File: config.mk
export PLATFORM = sky130hd
export DESIGN_NAME = rr_burst_arbiter
export DESIGN_NICKNAME = d
export VERILOG_FILES = /design/src/rtl/rr_arb_pkg.sv /design/src/rtl/find_first1_base.sv /design/src/rtl/rr_burst_arbiter.sv
export SDC_FILE = /design/constraint.sdc
export NUM_CORES = 1
export LEC_CHECK = 0
export ABC_CLOCK_PERIOD_IN_PS = 4300
export CAP_MARGIN = 20
export CORE_ASPECT_RATIO = 1.75
export CORE_MARGIN = 2
export CORE_UTILIZATION = 46
export DETAILED_ROUTE_END_ITERATION = 8
export DONT_BUFFER_PORTS = 1
export PLACE_DENSITY = 0.69
export SLEW_MARGIN = 30
export SYNTH_ARGS = -nofsm -noshare
export SYNTH_HDL_FRONTEND = slang
export SYNTH_SLANG_ARGS = --single-unit
File: constraint.sdc
create_clock -name clock -period 4.3 [get_ports clock]
set_input_delay 1.075 -clock clock [delete_from_list [all_inputs] [get_ports clock]]
set_output_delay 1.075 -clock clock [all_outputs]
set_load 0.01 [all_outputs]
File: src/rtl/rr_arb_pkg.sv
// Shared types and helpers for the round-robin burst arbiter.
// Helpers work on a fixed maximum width; callers pass their real width
// and truncate the result with a width cast.
package rr_arb_pkg;

    typedef enum logic {ARB_IDLE, ARB_LOCK} arb_state_e;

    localparam int unsigned ARB_MAX_W     = 64;
    localparam int unsigned ARB_MAX_IDX_W = 6;

    // One-hot rotate left by one within 'width' bits; MSB wraps to LSB.
    function automatic logic [ARB_MAX_W-1:0] rotl1(input logic [ARB_MAX_W-1:0] oh,
                                                    input int unsigned          width);
        logic [ARB_MAX_W-1:0] r;
        r = '0;
        for (int unsigned i = 0; i < ARB_MAX_W; i++) begin
            if (i < width) begin
                r[(i + 1 == width) ? 0 : i + 1] = oh[i];
            end
        end
        return r;
    endfunction

    // One-hot to binary by OR-ing the indices of set bits (no priority).
    function automatic logic [ARB_MAX_IDX_W-1:0] oh2idx(input logic [ARB_MAX_W-1:0] oh,
                                                         input int unsigned          width);
        logic [ARB_MAX_IDX_W-1:0] idx;
        idx = '0;
        for (int unsigned i = 0; i < ARB_MAX_W; i++) begin
            if (i < width && oh[i]) begin
                idx = idx | i[ARB_MAX_IDX_W-1:0];
            end
        end
        return idx;
    endfunction

endpackage

File: src/rtl/find_first1_base.sv
// Finds the first set bit of 'req' scanning upward from the one-hot 'base',
// wrapping past the MSB. Result is one-hot, or zero when 'req' is zero.
module find_first1_base #(
    parameter int unsigned WIDTH = 8
) (
    input  logic [WIDTH-1:0] req,
    input  logic [WIDTH-1:0] base,
    output logic [WIDTH-1:0] win
);

    logic [2*WIDTH-1:0] dbl_req;
    logic [2*WIDTH-1:0] dbl_win;

    // Doubled-vector subtract: borrow ripples from base up to the first request.
    always_comb begin
        dbl_req = {req, req};
        dbl_win = dbl_req & ~(dbl_req - {{WIDTH{1'b0}}, base});
        win     = dbl_win[WIDTH-1:0] | dbl_win[2*WIDTH-1:WIDTH];
    end

endmodule

File: src/rtl/rr_burst_arbiter.sv
// Round-robin arbiter with burst lock: a grant stays on one requester until
// its beat flagged last is accepted; the rotation base advances only then.
// Optional feature macro: RR_ARB_PERF_EN (adds grant/stall counters).
module rr_burst_arbiter
    import rr_arb_pkg::*;
#(
    parameter int unsigned NUM_REQ = 8,
    parameter int unsigned IDX_W   = $clog2(NUM_REQ)
) (
    input  logic               clock,
    input  logic               reset_n,
    input  logic               flush,
    input  logic [NUM_REQ-1:0] req_valid,
    input  logic [NUM_REQ-1:0] req_last,
    output logic               gnt_valid,
    output logic [NUM_REQ-1:0] gnt_oh,
    output logic [IDX_W-1:0]   gnt_idx,
    output logic               gnt_last,
`ifdef RR_ARB_PERF_EN
    output logic [31:0]        perf_grant_cnt,
    output logic [31:0]        perf_stall_cnt,
`endif
    input  logic               gnt_ready
);

    arb_state_e         state, state_nx;
    logic [NUM_REQ-1:0] base, base_nx;
    logic [NUM_REQ-1:0] lock_oh, lock_nx;
    logic [NUM_REQ-1:0] win;
    logic [NUM_REQ-1:0] sel_oh;
    logic               sel_valid;
    logic               out_en;
    logic               fire;

    find_first1_base #(.WIDTH(NUM_REQ)) u_pick (
        .req  (req_valid),
        .base (base),
        .win  (win)
    );

    // Grant selection, output gating and next-state decode.
    always_comb begin
        state_nx = state;
        base_nx  = base;
        lock_nx  = lock_oh;

        if (state == ARB_LOCK) begin
            sel_oh    = lock_oh;
            sel_valid = |(req_valid & lock_oh);
        end else begin
            sel_oh    = win;
            sel_valid = |req_valid;
        end

        // Outputs read zero while in reset or during a flush cycle.
        out_en    = reset_n & ~flush;
        gnt_oh    = out_en ? sel_oh : '0;
        gnt_valid = out_en & sel_valid;
        gnt_last  = out_en & |(req_last & sel_oh);
        gnt_idx   = IDX_W'(oh2idx(ARB_MAX_W'(gnt_oh), NUM_REQ));
        fire      = gnt_valid & gnt_ready;

        if (flush) begin
            state_nx = ARB_IDLE;
            lock_nx  = '0;
        end else if (fire) begin
            if (gnt_last) begin
                base_nx  = NUM_REQ'(rotl1(ARB_MAX_W'(gnt_oh), NUM_REQ));
                lock_nx  = '0;
                state_nx = ARB_IDLE;
            end else begin
                lock_nx  = gnt_oh;
                state_nx = ARB_LOCK;
            end
        end
    end

    // State, rotation base, burst lock and optional performance counters.
    always_ff @(posedge clock or negedge reset_n) begin
        if (!reset_n) begin
            state          <= ARB_IDLE;
            base           <= NUM_REQ'(1);
            lock_oh        <= '0;
`ifdef RR_ARB_PERF_EN
            perf_grant_cnt <= '0;
            perf_stall_cnt <= '0;
`endif
        end else begin
            state          <= state_nx;
            base           <= base_nx;
            lock_oh        <= lock_nx;
`ifdef RR_ARB_PERF_EN
            if (fire && gnt_last) perf_grant_cnt <= perf_grant_cnt + 32'd1;
            if (gnt_valid && !gnt_ready) perf_stall_cnt <= perf_stall_cnt + 32'd1;
`endif
        end
    end

    a_gnt_oh_onehot0:  assert property (@(posedge clock) disable iff (!reset_n) $onehot0(gnt_oh));
    a_base_onehot:     assert property (@(posedge clock) disable iff (!reset_n) $onehot(base));
    a_lock_onehot0:    assert property (@(posedge clock) disable iff (!reset_n) $onehot0(lock_oh));
    a_lock_iff_state:  assert property (@(posedge clock) disable iff (!reset_n)
                                        ((state == ARB_LOCK) == (lock_oh != '0)));

endmodule

Yosys cells after proc, flatten, opt, wreduce, memory -nomap -nowiden. Cells that the tools add are included.

Register bits: 17. Input port bits: 20. Output and inout port bits: 13. Logic and storage cells: 35.

Add/sub/neg operators: 1. Muxes and demuxes: 16. Bitwise gates (word level): 10. Reduce and logical (&&, ||, !) cells: 5.

Operators by type and width (number): 8-bit 2-to-1 mux (5); 8-bit OR reduction (3); 16-bit AND (1); 8-bit AND (2); 16-bit NOT (1); 16-bit by 8-bit subtractor with 16-bit output (1); 3-bit 2-to-1 mux (4); 8-bit OR (1); 1-bit 2-to-1 mux (5); 1-bit AND (4); 2-bit 2-to-1 mux (2); 3-bit AND reduction (1); 2-bit nonzero test (1); 1-bit NOT (1).

Longest topological paths before layout. Gate-level depths: netlist of run 1.

Word-level depth: 13. Gate-level depth with buffers: 10. Depth with buffers taken out: 9.

By module. Synthesis of run 1 repeated with hierarchy kept, for this count alone.

Cell total of the unflattened synthesis: 164. Area, all modules: 1530.2 um^2.

Modules (own cells, without submodules): rr_burst_arbiter (instances 1, cells an instance 95, area an instance 1047.3 um^2, seq. area each 426.7 um^2); find_first1_base (instances 1, cells an instance 69, area an instance 483.0 um^2, seq. area each 0.0 um^2).

Worst setup path before layout of run 1. No wires, ideal clock.

Kind: input port to output port. From: input req_valid[0]. To: output gnt_idx[1]. Arrival: 3.224 ns. Data required time: 3.225 ns. Path slack: 0.001 ns. Stages: 9. Path buffers: 1. Path through: buf_6 -> nand2b_4 -> fa_1 -> a21oi_1 -> o2111a_1 -> nor3_1 -> o211ai_1 -> a21oi_1 -> or4_1.

Elaborated cells on any way between the ends: 12. Those cells by class: add/sub: 1; mux: 8; bitwise: 3.

RTL lines: start, declared (line rr_burst_arbiter.sv:13) `input logic [NUM_REQ-1:0] req_valid,`; 16-bit by 8-bit subtractor with 16-bit output (line find_first1_base.sv:17) `dbl_win = dbl_req & ~(dbl_req - {{WIDTH{1'b0}}, base});`; 16-bit NOT (line find_first1_base.sv:17); 16-bit AND (line find_first1_base.sv:17); 8-bit OR (line find_first1_base.sv:18) `win = dbl_win[WIDTH-1:0] | dbl_win[2*WIDTH-1:WIDTH];`; 8-bit 2-to-1 mux (line rr_burst_arbiter.sv:47) `if (state == ARB_LOCK) begin`; 8-bit 2-to-1 mux (line rr_burst_arbiter.sv:57) `gnt_oh = out_en ? sel_oh : '0;`; named net gnt_oh[6] (line rr_burst_arbiter.sv:16) `output logic [NUM_REQ-1:0] gnt_oh,`; 3-bit 2-to-1 mux (2 in series) (line rr_arb_pkg.sv:30) `if (i < width && oh[i]) begin`; end, declared (line rr_burst_arbiter.sv:17) `output logic [IDX_W-1:0] gnt_idx,`.

The timed path passes the listed nets, and every way through them passes these cells.

Worst setup path after layout of run 1.
From: input req_valid[5]. To: output gnt_idx[0].

Cells in the longest elaborated chain, start to end: 13.

RTL lines (line): 16-bit by 8-bit subtractor with 16-bit output (find_first1_base.sv:17); 16-bit NOT (find_first1_base.sv:17); 16-bit AND * (find_first1_base.sv:17); 8-bit OR * (find_first1_base.sv:18); 8-bit 2-to-1 mux * (rr_burst_arbiter.sv:47); 8-bit 2-to-1 mux * (rr_burst_arbiter.sv:57); 1-bit 2-to-1 mux (rr_arb_pkg.sv:30); 2-bit 2-to-1 mux (2 in series) (rr_arb_pkg.sv:30); 3-bit 2-to-1 mux (3 in series) (rr_arb_pkg.sv:30); 3-bit 2-to-1 mux * (rr_arb_pkg.sv:30).

Every way passes the cells marked *; elsewhere a longest branch is shown, timed or not.

==> impl_metrics.csv, run 1 <==
group,metric,value,unit
critical_path,arrival,3.18,ns
critical_path,crit_top_cell,"a311oi_2",
timing,drv_slew,0,
synthesis,synth-simple-area-share,24.87,%
die,initial_core_util,47.61,%
die,fp.dieArea,0.004241,mm²
timing,period_needed,4.250,ns
grt,grt_start_max_net_pins,20,
cts,cts_setup_buffers,0,
grt,grt_pass1_wl,8445,µm
die,rows,29,
synthesis,synth_top_family_by_area,"compound AO/OA/AOI/OAI gates",
power_and_ir_drop,p_seq_share,19.1,%
synthesis,synth_fa_ha_area_share,6.291,%
detailed_routing,drt-pass1-iter-count,4,
detailed_routing,top_layer,"met4",
timing,fmax,235.3,MHz
synthesis,synth_edf_count,0,
timing,setup_slack,0.04990,ns
die,die_y,84.67,µm
detailed_routing,routedWlPerCell,20.05,µm
place,pre_cts_ws,-0.005037,ns
power_and_ir_drop,clkPwrFrac,9.2,%
cts,htree_num_levels,1,
cts,cts.path.max_buffers,2,
timing,setup_violations,0,
outcome,status,"finished clean",
place,gp_congestion,0.9163,
power_and_ir_drop,p_total,1274,µW
detailed_routing,ant_nets,0,
timing,clock_skew,0.0008326,ns
finish,antennaDiodeCount,0,
power_and_ir_drop,net-switching-power,610.2,µW
grt,grt_overflow,0,
synthesis,syn_inst,205,
synthesis,yosysMostFrequentCell,"nand2_1",
timing,period_share,98.84,%
detailed_routing,dr.first_iter.drc_count,70,
synthesis,synthDistinctLibCells,65,
timing,rsz0062_at_grt,"no",
synthesis,yosys.area.top_type,"dfrtp_1",
synthesis,ys.warnings.count,0,
synthesis,synthMuxAreaShare,0.5852,%
critical_path,crit_chain,"ha_1 -> and2b_1 -> nand3_1 -> o21ai_0 -> a311oi_2 -> a311oi_2 -> or4_1",
critical_path,crit_path_top_delay_cell,"or4_1",
synthesis,synth_compound_area_share,35.92,%
power_and_ir_drop,powerDensity,659.8,mW/mm²
synthesis,yosysSeqAreaShare,24.95,%
place,hpwl,4354,µm
detailed_routing,vias_per_cell,6.617,
detailed_routing,wl,5334,µm
cts,cts_buffers,3,
critical_path,end_kind,"output port",
detailed_routing,wl_met3,273,µm
critical_path,critical_path_class,"primary input to output port",
synthesis,synth_xor_area_share,1.536,%
timing,setup_tns,0,ns
finish,area_growth_syn_to_layout,12.87,%
cts,cts_hold_buf,0,
grt,antenna_found_initial,0,
synthesis,syn_area,0.001710,mm²
detailed_routing,met2_length,2856,µm
synthesis,synth_area_leaders,"dfrtp_1, ha_1, nand2_1, nor2_1, a32o_1",
cts,cts_root_buffer,"clkbuf_8",
timing,tightest_slew,0.6370,ns
synthesis,avgSynthCellArea,8.343,µm²
power_and_ir_drop,combPwrFrac,71.7,%
cts,cts_tree,"built",
die,core,0.003592,mm²
grt,grt_pass1_vias,1742,
power_and_ir_drop,p_leak,0.0007891,µW
cts,clkTransAtPathRegs,0.06,ns
place,io_buffer_count,0,
detailed_routing,wirelength_met1,1960,µm
cts,cts.sinks,17,
finish,nFillCells,364,
die,ios,33,
power_and_ir_drop,vdd_drop_max,0.0003670,V
synthesis,synth_common_cells,"nand2_1, nor2_1, dfrtp_1",
synthesis,netlist.area_leader.share,23.41,%
critical_path,slowest_delay,0.62,ns
grt,grt_use_total,25.90,%
synthesis,ys_ff_latch,17,
min_path,hold_path.class,"primary input to async pin",
die,die_w,50.10,µm
critical_path,crit_path_max_fanout,8,
cts,worstSkewPairLatency,0.25,ns
detailed_routing,drc_errors,0,
critical_path,critPathRequiredTime,3.22,ns
synthesis,ys_async_sr_fraction,100.0,%
job,drv_cap,0,
critical_path,start_kind,"primary input",
finish,nets,249,
power_and_ir_drop,p_int,663.5,µW
detailed_routing,num_vias,1760,
power_and_ir_drop,switching_share,47.91,%
finish,drive_gt1_share,20.00,%
timing,hold_viol,0,
synthesis,synth_flop_cell,"dfrtp_1",
timing,slew-limit-headroom,57.49,%
synthesis,syn_nets,233,
==> final timing paths <==
| check | startpoint | to | slack [ns] | cells after the start |
|---|---|---|---|---|
| min in group clock | lock_oh[6] | lock_oh[6] | 0.54 | 1 |
| hold reg to reg | lock_oh[6] | lock_oh[6] | 0.54 | 1 |
| hold / removal | reset_n | base[2] | 0.52 | 0 |
| setup / recovery | req_valid[5] | gnt_idx[0] | 0.05 | 7 |
| max in group asynchronous | reset_n | base[0] | 3.61 | 0 |
| setup reg to reg | base[0] | lock_oh[5] | 1.33 | 11 |
==> per-stage QoR <==
| stage | cell area [µm²] | hold slack (ns) | std cells | util (%) |
|---|---|---|---|---|
| 6_report | 1931 | 0.5163 | 266 | 53.74 |
| 5_1_grt | 1931 | 0.5053 | 266 | 53.74 |
| 4_1_cts | 1901 | 0.5106 | 266 | 52.91 |
| 3_5_place_dp | 1848 | 0.5288 | 262 | 51.45 |
| 3_3_place_gp | 1848 | 0.5205 | 262 | 51.45 |
| 2_1_floorplan | 1710 | 0.4871 | 205 | - |
==> power groups by stage <==
stage                     registers, µW  logic (µW)  clock network [µW]
after global placement              243         853                   0
after detailed placement            245         867                   0
after global routing                247         989                 123
after floorplan                     226         609                   0
after CTS                           242         878                 120
final                               243         913                 117
==> state kept, by name, summed over array words and instances (netlist names) <==
name     flops
base         8
lock_oh      8
state        1
==> logic make-up (layout without fill, tap and decap cells) <==
family,Yosys count,count (layout)
AO/OA/AOI/OAI,75,75
XOR/XNOR,3,3
adder cells (fa/ha/maj),8,8
buffers and inverters,19,34
flip-flops,17,17
multiplexers,1,1
AND/OR/NAND/NOR,82,82
==> layout make-up <==
class / instances / area (µm²) / share of cell area, %
inverter: 12 / 45.04 / 2.333
clock buffer: 4 / 45.04 / 2.333
timing repair buffer: 18 / 135.1 / 6.999
sequential: 17 / 426.7 / 22.10
tap: 46 / 57.56 / 2.981
multi-input combinational: 169 / 1221 / 63.25
==> cells in the final DEF, fill, tap and decap left out, types with 4 or more instances in the layout <==
cell     instances
nor3_1           6
a21oi_1          9
nor2_1          16
o21ai_0         12
dfrtp_1         16
inv_1           12
buf_4           18
a22oi_1          7
nand3_1         10
ha_1             6
a32o_1           6
a21oi_2          4
nand2_1         19
and2_1           7
==> layer usage <==
metal	GRT usage (%)	vias to the layer above
met1	29.92	851
met5	0	-
li1	-	825
met2	46.53	64
met3	2.135	20
met4	12.12	0
==> worst max-delay path: cells and delay by family <==
family          cells  cell delay (ns)
simple gates        3             0.93
compound gates      3             0.76
fa+ha+maj           1             0.40
==> what timing repair did <==
item,4_1_cts,5_1_grt
gates resized for setup,1,7
setup endpoints to repair,3,4
pin swaps,0,1
No activity file was read; power rests on OpenSTA's default activity.
==> run 2: changes to the inputs <==
--- a/config.mk
+++ b/config.mk
@@ -13,7 +13,7 @@
 export DETAILED_ROUTE_END_ITERATION = 8
 export DONT_BUFFER_PORTS = 1
 export PLACE_DENSITY = 0.69
-export SLEW_MARGIN = 30
+export SLEW_MARGIN = 5
 export SYNTH_ARGS = -nofsm -noshare
 export SYNTH_HDL_FRONTEND = slang
 export SYNTH_SLANG_ARGS = --single-unit
==> results of run 2 <==
The final DEF is identical to that of run 1; final timing and power are the same.
